--- config.mk ---
export PLATFORM = sky130hd
export DESIGN_NAME = dw_cmp_dx_seq
export DESIGN_NICKNAME = d
export VERILOG_FILES = /design/src/rtl/dw_cmp_pkg.sv /design/src/rtl/dw_cmp_digit.sv /design/src/rtl/dw_cmp_dx_seq.sv
export SDC_FILE = /design/constraint.sdc
export NUM_CORES = 1
export LEC_CHECK = 0
export BUFFER_PORTS_ARGS = -buffer_cell sky130_fd_sc_hd__clkbuf_2
export CAP_MARGIN = 0
export CORE_MARGIN = 2
export CORE_UTILIZATION = 55
export DETAILED_ROUTE_END_ITERATION = 6
export HOLD_SLACK_MARGIN = 0.02
export PLACE_DENSITY = 0.9
export RECOVER_POWER = 100
export SETUP_SLACK_MARGIN = 0.05
export SLEW_MARGIN = 15
export SYNTH_ARGS = -nofsm -noshare
export SYNTH_HDL_FRONTEND = slang
export SYNTH_SLANG_ARGS = --single-unit
--- constraint.sdc ---
create_clock -name clk -period 2.5 [get_ports clk]
set_input_delay 0.375 -clock clk [delete_from_list [all_inputs] [get_ports clk]]
set_output_delay 0.375 -clock clk [all_outputs]
set_load 0.005 [all_outputs]
--- src/rtl/dw_cmp_pkg.sv ---
// Shared types and helpers for the digit-serial duplex comparator.
package dw_cmp_pkg;

    // Controller states
    typedef enum logic [0:0] {
        IDLE = 1'b0,
        RUN  = 1'b1
    } state_e;

    // One-hot relation of A to B
    typedef struct packed {
        logic lt;
        logic eq;
        logic gt;
    } cmp_res_t;

    localparam cmp_res_t RES_EQ   = '{lt: 1'b0, eq: 1'b1, gt: 1'b0};
    localparam cmp_res_t RES_NONE = '{lt: 1'b0, eq: 1'b0, gt: 1'b0};

    // Number of DIGIT-wide chunks covering a field of the given width
    function automatic int unsigned num_chunks(input int unsigned bits,
                                               input int unsigned digit);
        return bits / digit;
    endfunction

    // Legal parameter combinations; a single-chunk build has no duplex split,
    // so the part1 multiple-of-DIGIT rule only bites when there are >= 2 chunks
    function automatic bit params_legal(input int unsigned width,
                                        input int unsigned p1_width,
                                        input int unsigned digit);
        bit ok;
        ok = 1'b1;
        if (digit < 1 || digit > width)            ok = 1'b0;
        if (digit != 0 && (width % digit) != 0)    ok = 1'b0;
        if (p1_width == 0 || p1_width >= width)    ok = 1'b0;
        if (digit != 0 && digit != width && (p1_width % digit) != 0) ok = 1'b0;
        return ok;
    endfunction

endpackage

--- src/rtl/dw_cmp_digit.sv ---
// Combinational DIGIT-bit magnitude compare with optional sign-bit inversion.
module dw_cmp_digit
    import dw_cmp_pkg::*;
#(
    parameter int unsigned DIGIT = 4
) (
    input  logic [DIGIT-1:0] i_a,
    input  logic [DIGIT-1:0] i_b,
    input  logic             i_flip_msb,
    output cmp_res_t         o_res
);

    localparam logic [DIGIT-1:0] MSB_MASK = DIGIT'(1) << (DIGIT - 1);

    logic [DIGIT-1:0] w_a;
    logic [DIGIT-1:0] w_b;

    // Inverting the sign bit maps two's-complement order onto unsigned order
    assign w_a = i_a ^ (i_flip_msb ? MSB_MASK : '0);
    assign w_b = i_b ^ (i_flip_msb ? MSB_MASK : '0);

    // Unsigned compare of the (possibly adjusted) chunks
    always_comb begin
        o_res = RES_NONE;
        if (w_a < w_b) begin
            o_res.lt = 1'b1;
        end else if (w_a > w_b) begin
            o_res.gt = 1'b1;
        end else begin
            o_res.eq = 1'b1;
        end
    end

endmodule

--- src/rtl/dw_cmp_dx_seq.sv ---
// Digit-serial simplex/duplex comparator: DIGIT bits per cycle, LSB-first,
// start/busy/done handshake.
module dw_cmp_dx_seq
    import dw_cmp_pkg::*;
#(
    parameter int unsigned width    = 24,
    parameter int unsigned p1_width = 16,
    parameter int unsigned DIGIT    = 4
) (
    input  logic             clk,
    input  logic             rst,
    input  logic             start,
    input  logic [width-1:0] a,
    input  logic [width-1:0] b,
    input  logic             tc,
    input  logic             dplx,
    output logic             busy,
    output logic             done,
    output logic             lt1,
    output logic             eq1,
    output logic             gt1,
    output logic             lt2,
    output logic             eq2,
    output logic             gt2
);

    localparam int unsigned NCYC  = num_chunks(width, DIGIT);
    localparam int unsigned P1CYC = num_chunks(p1_width, DIGIT);
    localparam int unsigned CNT_W = (NCYC > 1) ? $clog2(NCYC) : 1;
    localparam logic [CNT_W-1:0] CNT_LAST = CNT_W'(NCYC - 1);
    localparam logic [CNT_W-1:0] CNT_P1   = CNT_W'(P1CYC - 1);

    if (!params_legal(width, p1_width, DIGIT)) begin : g_param_check
        $error("dw_cmp_dx_seq: illegal width/p1_width/DIGIT combination");
    end

    state_e           r_state;
    logic [CNT_W-1:0] r_cnt;
    logic [width-1:0] r_a;
    logic [width-1:0] r_b;
    logic             r_tc;
    logic             r_dplx;
    cmp_res_t         r_run;
    cmp_res_t         r_p1;
    cmp_res_t         r_res1;
    cmp_res_t         r_res2;
    logic             r_done;

    logic [DIGIT-1:0] w_chunk_a;
    logic [DIGIT-1:0] w_chunk_b;
    logic             w_last;
    logic             w_split;
    logic             w_flip;
    cmp_res_t         w_dig;
    cmp_res_t         w_next;

    // Operands shift right each cycle, so the active chunk is always the low digit
    assign w_chunk_a = r_a[DIGIT-1:0];
    assign w_chunk_b = r_b[DIGIT-1:0];

    assign w_last  = (r_cnt == CNT_LAST);
    assign w_split = r_dplx && (r_cnt == CNT_P1);
    assign w_flip  = r_tc && (w_last || w_split);

    dw_cmp_digit #(
        .DIGIT(DIGIT)
    ) u_digit (
        .i_a       (w_chunk_a),
        .i_b       (w_chunk_b),
        .i_flip_msb(w_flip),
        .o_res     (w_dig)
    );

    // A differing chunk overrides everything below it; equal chunks keep history
    always_comb begin
        w_next = r_run;
        if (w_chunk_a != w_chunk_b) begin
            w_next = w_dig;
        end
    end

    // Handshake FSM, operand shifting and result capture
    always_ff @(posedge clk or posedge rst) begin
        if (rst) begin
            r_state <= IDLE;
            r_cnt   <= '0;
            r_a     <= '0;
            r_b     <= '0;
            r_tc    <= 1'b0;
            r_dplx  <= 1'b0;
            r_run   <= RES_NONE;
            r_p1    <= RES_NONE;
            r_res1  <= RES_NONE;
            r_res2  <= RES_NONE;
            r_done  <= 1'b0;
        end else begin
            r_done <= 1'b0;
            case (r_state)
                IDLE: begin
                    if (start) begin
                        r_a     <= a;
                        r_b     <= b;
                        r_tc    <= tc;
                        r_dplx  <= dplx;
                        r_run   <= RES_EQ;
                        r_p1    <= RES_EQ;
                        r_cnt   <= '0;
                        r_state <= RUN;
                    end
                end
                RUN: begin
                    r_a   <= r_a >> DIGIT;
                    r_b   <= r_b >> DIGIT;
                    r_cnt <= r_cnt + CNT_W'(1);
                    if (w_last) begin
                        r_res2  <= w_next;
                        r_res1  <= r_dplx ? r_p1 : w_next;
                        r_done  <= 1'b1;
                        r_cnt   <= '0;
                        r_state <= IDLE;
                    end else if (w_split) begin
                        // part1 is complete: park it and restart part2 from "equal"
                        r_p1  <= w_next;
                        r_run <= RES_EQ;
                    end else begin
                        r_run <= w_next;
                    end
                end
                default: r_state <= IDLE;
            endcase
        end
    end

    assign busy = (r_state == RUN);
    assign done = r_done;
    assign lt1  = r_res1.lt;
    assign eq1  = r_res1.eq;
    assign gt1  = r_res1.gt;
    assign lt2  = r_res2.lt;
    assign eq2  = r_res2.eq;
    assign gt2  = r_res2.gt;

endmodule

==> results of run 1 <==
==> registers in the layout (all words and copies together), names as in the netlist <==
signal,count
busy,1
gt1,1
done,1
r_a,24
r_cnt,3
gt2,1
lt2,1
r_tc,1
lt1,1
eq1,1
eq2,1
r_run,3
r_p1,3
r_dplx,1
r_b,24
==> metrics by stage <==
stage	instance area [µm²]	setup slack, ns	total power (µW)
global placement	3520	0.608	3300
finish	3690	0.339	4280
CTS	3710	0.466	4350
detailed placement	3520	0.510	3460
global route	3690	0.236	4630
floorplan	3150	0.442	2990
==> final cells by class <==
cell class,instances,area [µm²]
Timing Repair Buffer,66,344
Clock buffer,14,153
Fill cell,436,1820
Tap cell,72,90.1
Clock inverter,2,35.0
Inverter,9,33.8
Multi-Input combinational cell,207,1360
Sequential cell,67,1680
==> worst max path at each step <==
stage | endpoint | startpoint | cells after the start
final | gt2$_DFFE_PP0P_ | r_b[2]$_DFFE_PP0P_ | 7
after global routing | gt2$_DFFE_PP0P_ | r_a[2]$_DFFE_PP0P_ | 6
after CTS | lt1$_DFFE_PP0P_ | r_a[2]$_DFFE_PP0P_ | 6
after detailed placement | lt1$_DFFE_PP0P_ | r_b[2]$_DFFE_PP0P_ | 7
after global placement | gt2$_DFFE_PP0P_ | r_a[2]$_DFFE_PP0P_ | 6
after floorplan | busy$_DFF_PP0_ | rst | 1
==> layer usage <==
layer  share of wire  track usage  vias to the layer above
li1                -            -                     1160
met1            0.42        0.292                     1150
met2            0.51        0.383                       70
met3           0.042       0.0441                       16
met4           0.030        0.129                        0
met5               0            0                        -
==> power by group through the flow <==
stage	Clock (µW)	Combinational (µW)	Sequential, µW
after detailed placement	0	1660	1790
after global routing	944	1860	1830
after floorplan	0	1280	1710
final	877	1630	1780
after global placement	0	1540	1760
after CTS	891	1680	1780
==> placed cells by master, fill, tap and decap left out, types with 4 or more instances in the layout <==
| master | netlist | layout |
|---|---|---|
| sky130_fd_sc_hd__clkbuf_1 | 11 | 9 |
| sky130_fd_sc_hd__clkbuf_2 | 0 | 58 |
| sky130_fd_sc_hd__clkbuf_8 | 0 | 10 |
| sky130_fd_sc_hd__dfrtp_1 | 67 | 66 |
| sky130_fd_sc_hd__ha_1 | 4 | 4 |
| sky130_fd_sc_hd__inv_1 | 9 | 9 |
| sky130_fd_sc_hd__mux2i_1 | 49 | 49 |
| sky130_fd_sc_hd__nand2_1 | 53 | 53 |
| sky130_fd_sc_hd__nor2_1 | 11 | 11 |
| sky130_fd_sc_hd__o21ai_0 | 46 | 48 |
==> logic make-up after synthesis <==
logic type | count (synthesis) | share of synthesized area
flip-flops | 67 | 0.532
buffers and inverters | 27 | 0.0349
AO/OA/AOI/OAI | 67 | 0.129
XOR/XNOR | 1 | 0.00278
AND/OR/NAND/NOR | 82 | 0.115
multiplexers | 53 | 0.171
adder cells (fa/ha/maj) | 4 | 0.0159
==> results.md, run 1 <==
- The synthesized netlist occupies a cell area of roughly 3200 µm².
- The first routing iteration left 152 violations.
- At the end of routability-driven placement, the weighted congestion stood at 0.901.
- The max-slew violation count is 0.
- The final count of hold timing violations is 0.
- The full die area is ~6400 µm².
- The beginning of the worst register-to-register path is r_b[2]$_DFFE_PP0P_.
- The mean area per synthesized cell is 10.5 µm².
- The worst ir drop on vdd is 0.000528 V.
- The number of maximum-capacitance constraint violations is 0.
- The number of flops mapped to enable cells by yosys is 0.
- Of the total power, the clock network draws 0.205.
- For the finished layout, the period the worst path requires is 2.16 ns.
- In this run the clock root is driven by a sky130_fd_sc_hd__clkbuf_8.
- For this configuration, the core starts out at a cell density of 0.572.
- The later pin in the worst-skew pair is clocked with a latency of 0.34 ns.
- The library cell with the largest summed area after synthesis is sky130_fd_sc_hd__dfrtp_1.
- The slew at the pin closest to its max-slew limit is around 1.0 ns.
- The internal portion of the total power is approximately 2700 µW.
- The number of placed instances, taps included is 421.
- Among cell families on the critical path, the largest total delay comes from compound AO/OA/AOI/OAI gates.
- The power density over the cells is ~1200 nW/µm².
- The critical path start-end classification is reg -> reg.
- The combinational share of power is 0.380.
- The detail-routed via count per cell is about 5.5.
- The part of the cycle the worst path needs is 0.864.
- The total buffers and inverters traversed by the critical path is 1.
- The CTS tree is yes.
- The number of nets still failing antenna checks after routing is 0.
- For this design, the CTS-stage hold fixing added 0 buffers.
- Counting flops and latches in the post-synthesis netlist gives 67.
- The share of synthesized area in the top cell type comes to 0.532.
- The signal on the critical path passes through inv_1 -> ha_1 -> and3b_1 -> o211a_1 -> a211oi_4 -> o21ai_0 -> mux2_1.
- Clock-pin slew was measured on the worst setup and hold paths at 0.07 ns.
- The cell count after synthesis came out at 301.
- The number of setup violations in the final report is 0.
- The initial antenna violation count came to 0.
- The top-level port count is 61.
- Excluding fillers, the count of instances in the completed layout stands at 437.
- By area the synthesized netlist is led by sky130_fd_sc_hd__dfrtp_1 53%, sky130_fd_sc_hd__mux2i_1 16%, sky130_fd_sc_hd__o21ai_0 7.3%.
- The number of global-route vias before repair is 2448.
- In this run the deepest clock path goes through 2 buffers.
- Detailed routing inserted a total of 2396 vias.
- The worst setup path is captured at a flop.
- The kind of path behind the tightest hold check is in -> async.
- Buffers placed on the I/O ports in this run total 60.
- For this design the total switching power over the nets is 1610 µW.
- The wire length after detailed routing is around 6400 µm.
- Relative to the synthesized area, the layout overhead comes to 17.1%.
- The total inserted antenna cells is 0.
- The count of yosys warnings during synthesis is 0.
- Buffers added to address setup during post-CTS repair amount to 0.
- Setup repair after global routing left no endpoint under its margin.
- The delay of the slowest critical-path stage is 0.37 ns.
- Headroom to the max-slew limit came out at 0.317.
- The number of cell rows is 27.
- In this run the critical register-to-register path is captured at gt2$_DFFE_PP0P_.
- The HPWL after detailed placement is 4530 µm.
- The setup check on the worst reg-to-reg path leaves a slack of roughly 0.34 ns.
- By instance count, the leading cell after synthesis is sky130_fd_sc_hd__dfrtp_1.
- In the final routed layout, each cell accounts on average for between 10 and 15 µm.
- The depth of the most critical reg-to-reg path is 7.
- STA classifies the critical path startpoint as a flop.
- The commonest cells after synthesis are 67 x sky130_fd_sc_hd__dfrtp_1, 53 x sky130_fd_sc_hd__nand2_1, 49 x sky130_fd_sc_hd__mux2i_1.
- The data arrival time of the worst path is 2.38 ns.
- The distinct cell type count after synthesis is 38.
- The share of the Yosys chip area taken by registers is 0.532.
- The maximum level of the CTS H-tree is 3.
- The critical path data required time is ~2.7 ns.
- Timing would allow up to 0.463 GHz.
- The share of layout cells above drive strength 1 is 0.227.
- The count of instances resized after the clock tree is built is 0.
- Measured along the y axis, the die boundary spans 79.7 µm.
- The sum of overflow across all layers after global routing is 0.
- In the final design database the tool counted ~420 nets.
- Of the total power, the share spent switching nets is 0.376.
- The slowest stage of the critical path is the sky130_fd_sc_hd__dfrtp_1 cell.
- The final clock skew is 0.00897 ns.
- The first detailed-routing pass took 4 iterations.
- For this run, the total global-route usage over all layers was measured as 0.234.
- The dominant synthesized flop cell is sky130_fd_sc_hd__dfrtp_1.
- Of all nets on the critical path, the largest fanout is 4.
- The net count after synthesis is 358.
- The die is approximately 80 µm wide.
- The part of the total power dissipated in sequential elements is 0.415.
- The tree built by TritonCTS fans out to 67 sinks.
- The run finished with clean final reports.
- In this run, CTS created clock tree buffers numbering 9.
- In this run the static leakage power is 0.00188 µW.
- The largest net degree at the start of global routing is 54.
- The core area is 5510 µm².
- Adding up every negative setup slack in the final design gives 0 ns.
- At the end of the flow the core is filled with cells to 0.670.
- Hold is met by 0.249 ns.
- The global-route wire length before repair is 11300 µm.
- For this run, design rule violations remaining after detail routing come to 0.
- The share of synthesized flip-flops with an asynchronous set or reset is 1.00.
Note: power is estimated with default switching activity, not from simulation.
==> run 2, diff against run 1 <==
--- a/config.mk
+++ b/config.mk
@@ -5,10 +5,11 @@
 export SDC_FILE = /design/constraint.sdc
 export NUM_CORES = 1
 export LEC_CHECK = 0
+export ABC_AREA = 1
 export BUFFER_PORTS_ARGS = -buffer_cell sky130_fd_sc_hd__clkbuf_2
 export CAP_MARGIN = 0
 export CORE_MARGIN = 2
-export CORE_UTILIZATION = 55
+export CORE_UTILIZATION = 54
 export DETAILED_ROUTE_END_ITERATION = 6
 export HOLD_SLACK_MARGIN = 0.02
 export PLACE_DENSITY = 0.9
==> run 2 against run 1 <==
The run now ends with max-capacitance violations, max-slew violations left; routed wire length fell by 3.5%; synthesized area shrank 6.5%; first-iteration DRC count up 38%; sequential power is 4% lower; via count rose by 1.0%; clock skew shrank 0.0021 ns; clock power decreased by 15%; flip-flop and latch count stayed put; maximum frequency up 9.7%; combinational power fell by 5%; critical path type unchanged.
==> results.md, run 2 <==
- The library cell with the largest summed area after synthesis is sky130_fd_sc_hd__dfrtp_1.
- The startpoint type of the worst setup path is a flop.
- The number of optimization iterations in the first detailed-route pass is 5.
- The final count of hold timing violations is 0.
- The worst-case headroom to the max-slew limit is -0.0632.
- Yosys mapped the design onto 26 distinct sky130hd cell types.
- The count of instances resized after the clock tree is built is 0.
- The beginning of the worst register-to-register path is busy$_DFF_PP0_.
- The largest buffer count on any clock path is 2.
- The run finished, with violations left.
- The worst hold path begins at a[21].
- The final critical path time including I/O delays and setup is around 2.0 ns.
- Across every metal layer, demand over resource in global routing totals 0.233.
- The most frequent cell after synthesis is sky130_fd_sc_hd__nand2_1.
- In this run the static leakage power is 0.00172 µW.
- Of all nets on the critical path, the largest fanout is 24.
- The post-CTS setup buffer count is 0.
- In this run, CTS created clock tree buffers numbering 9.
- The floorplan step defined a die boundary enclosing 6070 µm².
- Leaving out fill and tap cells, the most frequent cells in the layout are 119 x sky130_fd_sc_hd__nand2_1, 67 x sky130_fd_sc_hd__dfrtp_1, 60 x sky130_fd_sc_hd__clkbuf_2.
- The share of the Yosys chip area taken by registers is 0.569.
- The mux share of post-synthesis cell area is 0.00382.
- The part of the cycle the worst path needs is 0.788.
- The mapped netlist covers 2950 µm².
- Yosys attributes the largest share of cell area to sky130_fd_sc_hd__dfrtp_1 57%, sky130_fd_sc_hd__nand2_1 15%, sky130_fd_sc_hd__o211ai_1 5.3%.
- The floorplan step set the die width to 77.9 µm.
- On the final layout, the worst clock skew is approximately 0.0069 ns.
- In the final layout, the registers with the most flip-flops are r_a x24, r_b x24.
- The number of cells on the worst reg-to-reg path is 8.
- The critical path start-end classification is reg -> reg.
- The sum of overflow across all layers after global routing is 0.
- The count of unresolved DRC violations after routing is 0.
- In this run the power density over the cells is 1160 nW/µm².
- Setup slack on the critical path of the routed design comes to roughly 0.53 ns.
- approximately 60 I/O pins were placed.
- For hold timing, the worst endpoint is r_a[21]$_DFFE_PP0P_.
- The kind of capture point of the worst setup path is a flop.
- The global-route wire length before repair is ~11000 µm.
- The vertical die dimension is just under 80 µm.
- The detailed router finished its first iteration with 209 violations.
- The most frequent standard cell in the layout excluding fill and tap cells is sky130_fd_sc_hd__nand2_1.
- The CTS tree is yes.
- The largest net degree at the start of global routing is 68.
- The clock latency of the later-clocked register in the worst-skew pair is 0.34 ns.
- After technology mapping, the gate count stands at 329.
- The number of setup violations in the final report is 0.
- After synthesis, the share of flip-flops with an asynchronous set or reset is 1.00.
- The routed layout has ~2.4k vias.
- The maximum level of the CTS H-tree is 3.
- The HPWL after detailed placement is 4200 µm.
- The setup check on the worst reg-to-reg path leaves a slack of 0.53 ns.
- Counting every net in the synthesized netlist gives roughly 390.
- VDD sags by at most around 0.00060 V.
- The cell at the root of the clock tree is sky130_fd_sc_hd__clkbuf_8.
- Among all flip-flop cells after synthesis, the most frequent one is sky130_fd_sc_hd__dfrtp_1.
- The count of input and output buffers is 60.
- For the pin with the worst max-slew slack, the measured transition is ~1.6 ns.
- The destination of the worst register-to-register timing path is r_p1[1]$_DFFE_PP0P_.
- Summed over all layers, the routed wires come to 6220 µm.
- The worst hold path passes through 3 cells.
- The number of maximum-capacitance constraint violations is 1.
- The detail-routed via count per cell is 5.22.
- The total area inside the core boundary comes to slightly above 5000 µm².
- The initialized floorplan defines 26 standard-cell rows.
- The dominant combinational cell family by area after synthesis is simple AND/OR/NAND/NOR gates.
- The setup TNS after final layout is 0 ns.
- Counting every sink on the clock net gives 67.
- The data arrival time of the worst path is 2.20 ns.
- Synthesis inferred 67 register bits.
- The number of global-route vias before repair is around 2.4k.
- The max-slew violation count is 68.
- The clock input transition at the sequential cells of the worst setup and hold paths is approximately 0.060 ns.
- The area fraction in compound gates after synthesis is 0.143.
- The weighted congestion at the end of routability-driven global placement is around 0.82.
- The synthesized-area fraction occupied by adder cells is 0.0170.
- The area overhead of the layout relative to synthesis is 16.6%.
- The number of flops mapped to enable cells by yosys is 0.
- By count the netlist is led by 116 x sky130_fd_sc_hd__nand2_1, 67 x sky130_fd_sc_hd__dfrtp_1, 32 x sky130_fd_sc_hd__inv_1.
- The cts-stage hold buffer count is 0.
- The kind of path behind the tightest hold check is in -> reg.
- The xor and xnor area share after synthesis is 0.00297.
- In this run the mean area of a mapped cell was 8.96 µm².
- Of the total synthesized cell area, the portion taken by AND, OR, NAND and NOR gates is 0.193.
- The initial antenna violation count came to 0.
- The worst slack at placement is ~0.84 ns.
- The wire length per cell is 13.4 µm.
- Yosys printed 0 warnings.
- The final reports fail on max-capacitance violations, max-slew violations.
- The achievable clock frequency is slightly above 0.5 GHz.
- The final-stage net count is between 400 and 500.
- Of the cells placed in the final design, the portion with a size suffix greater than 1 is 0.201.
- STA puts the critical path data required time at roughly 2.7 ns.
- Once detail routing completed, the nets flagged for antenna violations numbered 0.
- Setup repair after global routing left no endpoint under its margin.
- For this configuration, the core starts out at a cell density of 0.570.
- The area share of the leading cell type in the synthesized netlist is 0.569.
- 0 antenna diodes ended up in the layout.
[run 2: how the worst max path moves through the flow]
stage / from / endpoint / depth (start not counted)
after floorplan: rst / busy$_DFF_PP0_ / 1
after global placement: busy$_DFF_PP0_ / r_p1[1]$_DFFE_PP0P_ / 8
after detailed placement: busy$_DFF_PP0_ / r_p1[1]$_DFFE_PP0P_ / 8
after CTS: busy$_DFF_PP0_ / r_p1[1]$_DFFE_PP0P_ / 8
after global routing: busy$_DFF_PP0_ / r_p1[1]$_DFFE_PP0P_ / 8
final: busy$_DFF_PP0_ / r_p1[1]$_DFFE_PP0P_ / 8
[run 2: cell families (layout without fill, tap and decap cells)]
| family | Yosys count | in the layout |
|---|---|---|
| multiplexers | 1 | 1 |
| XOR/XNOR | 1 | 1 |
| buffers and inverters | 51 | 116 |
| AO/OA/AOI/OAI | 63 | 63 |
| adder cells (fa/ha/maj) | 4 | 4 |
| AND/OR/NAND/NOR | 142 | 142 |
| flip-flops | 67 | 67 |
[run 2: power by group]
group | internal [µW] | leakage [µW] | switching [µW]
sequential | 1500 | 0.000884 | 207
clock | 372 | 0.0000754 | 372
combinational | 569 | 0.000764 | 980
[run 2: critical path, stage by stage, from the launching register on]
cell and delay (ns):
sky130_fd_sc_hd__dfrtp_1 0.38, sky130_fd_sc_hd__buf_4 0.22, sky130_fd_sc_hd__nor2_1 0.08, sky130_fd_sc_hd__inv_1 0.54, sky130_fd_sc_hd__nand2_2 0.20, sky130_fd_sc_hd__a21oi_4 0.20, sky130_fd_sc_hd__nand2_1 0.11, sky130_fd_sc_hd__inv_2 0.07
sky130_fd_sc_hd__a2bb2oi_1 0.05
[run 2: layout make-up]
type / count / area (µm²)
clock buffers: 13 / 149
well taps: 70 / 87.6
flip-flops and latches: 67 / 1680
fillers: 410 / 1730
repair buffers: 67 / 338
multi-input cells: 211 / 1050
inverters: 36 / 135
[run 2: metrics by stage]
stage | utilization | std cells | area (µm²) | hold WS, ns | power [µW]
global placement | 0.645 | 451 | 3340 | 0.456 | 3250
global route | 0.665 | 464 | 3440 | 0.253 | 4330
finish | 0.665 | 464 | 3440 | 0.224 | 4000
detailed placement | 0.645 | 451 | 3340 | 0.463 | 3320
floorplan | - | 329 | 2950 | 0.449 | 2870
CTS | 0.674 | 464 | 3490 | 0.0887 | 4080
[run 2: per-layer routing]
layer | part of all wire | vias up | routed length (µm) | GRT usage
li1 | - | 1194 | - | -
met1 | 0.45 | 1149 | 2820 | 0.316
met2 | 0.48 | 69 | 2970 | 0.366
met3 | 0.050 | 9 | 311 | 0.0419
met4 | 0.020 | 0 | 123 | 0.107
met5 | 0 | - | 0 | 0
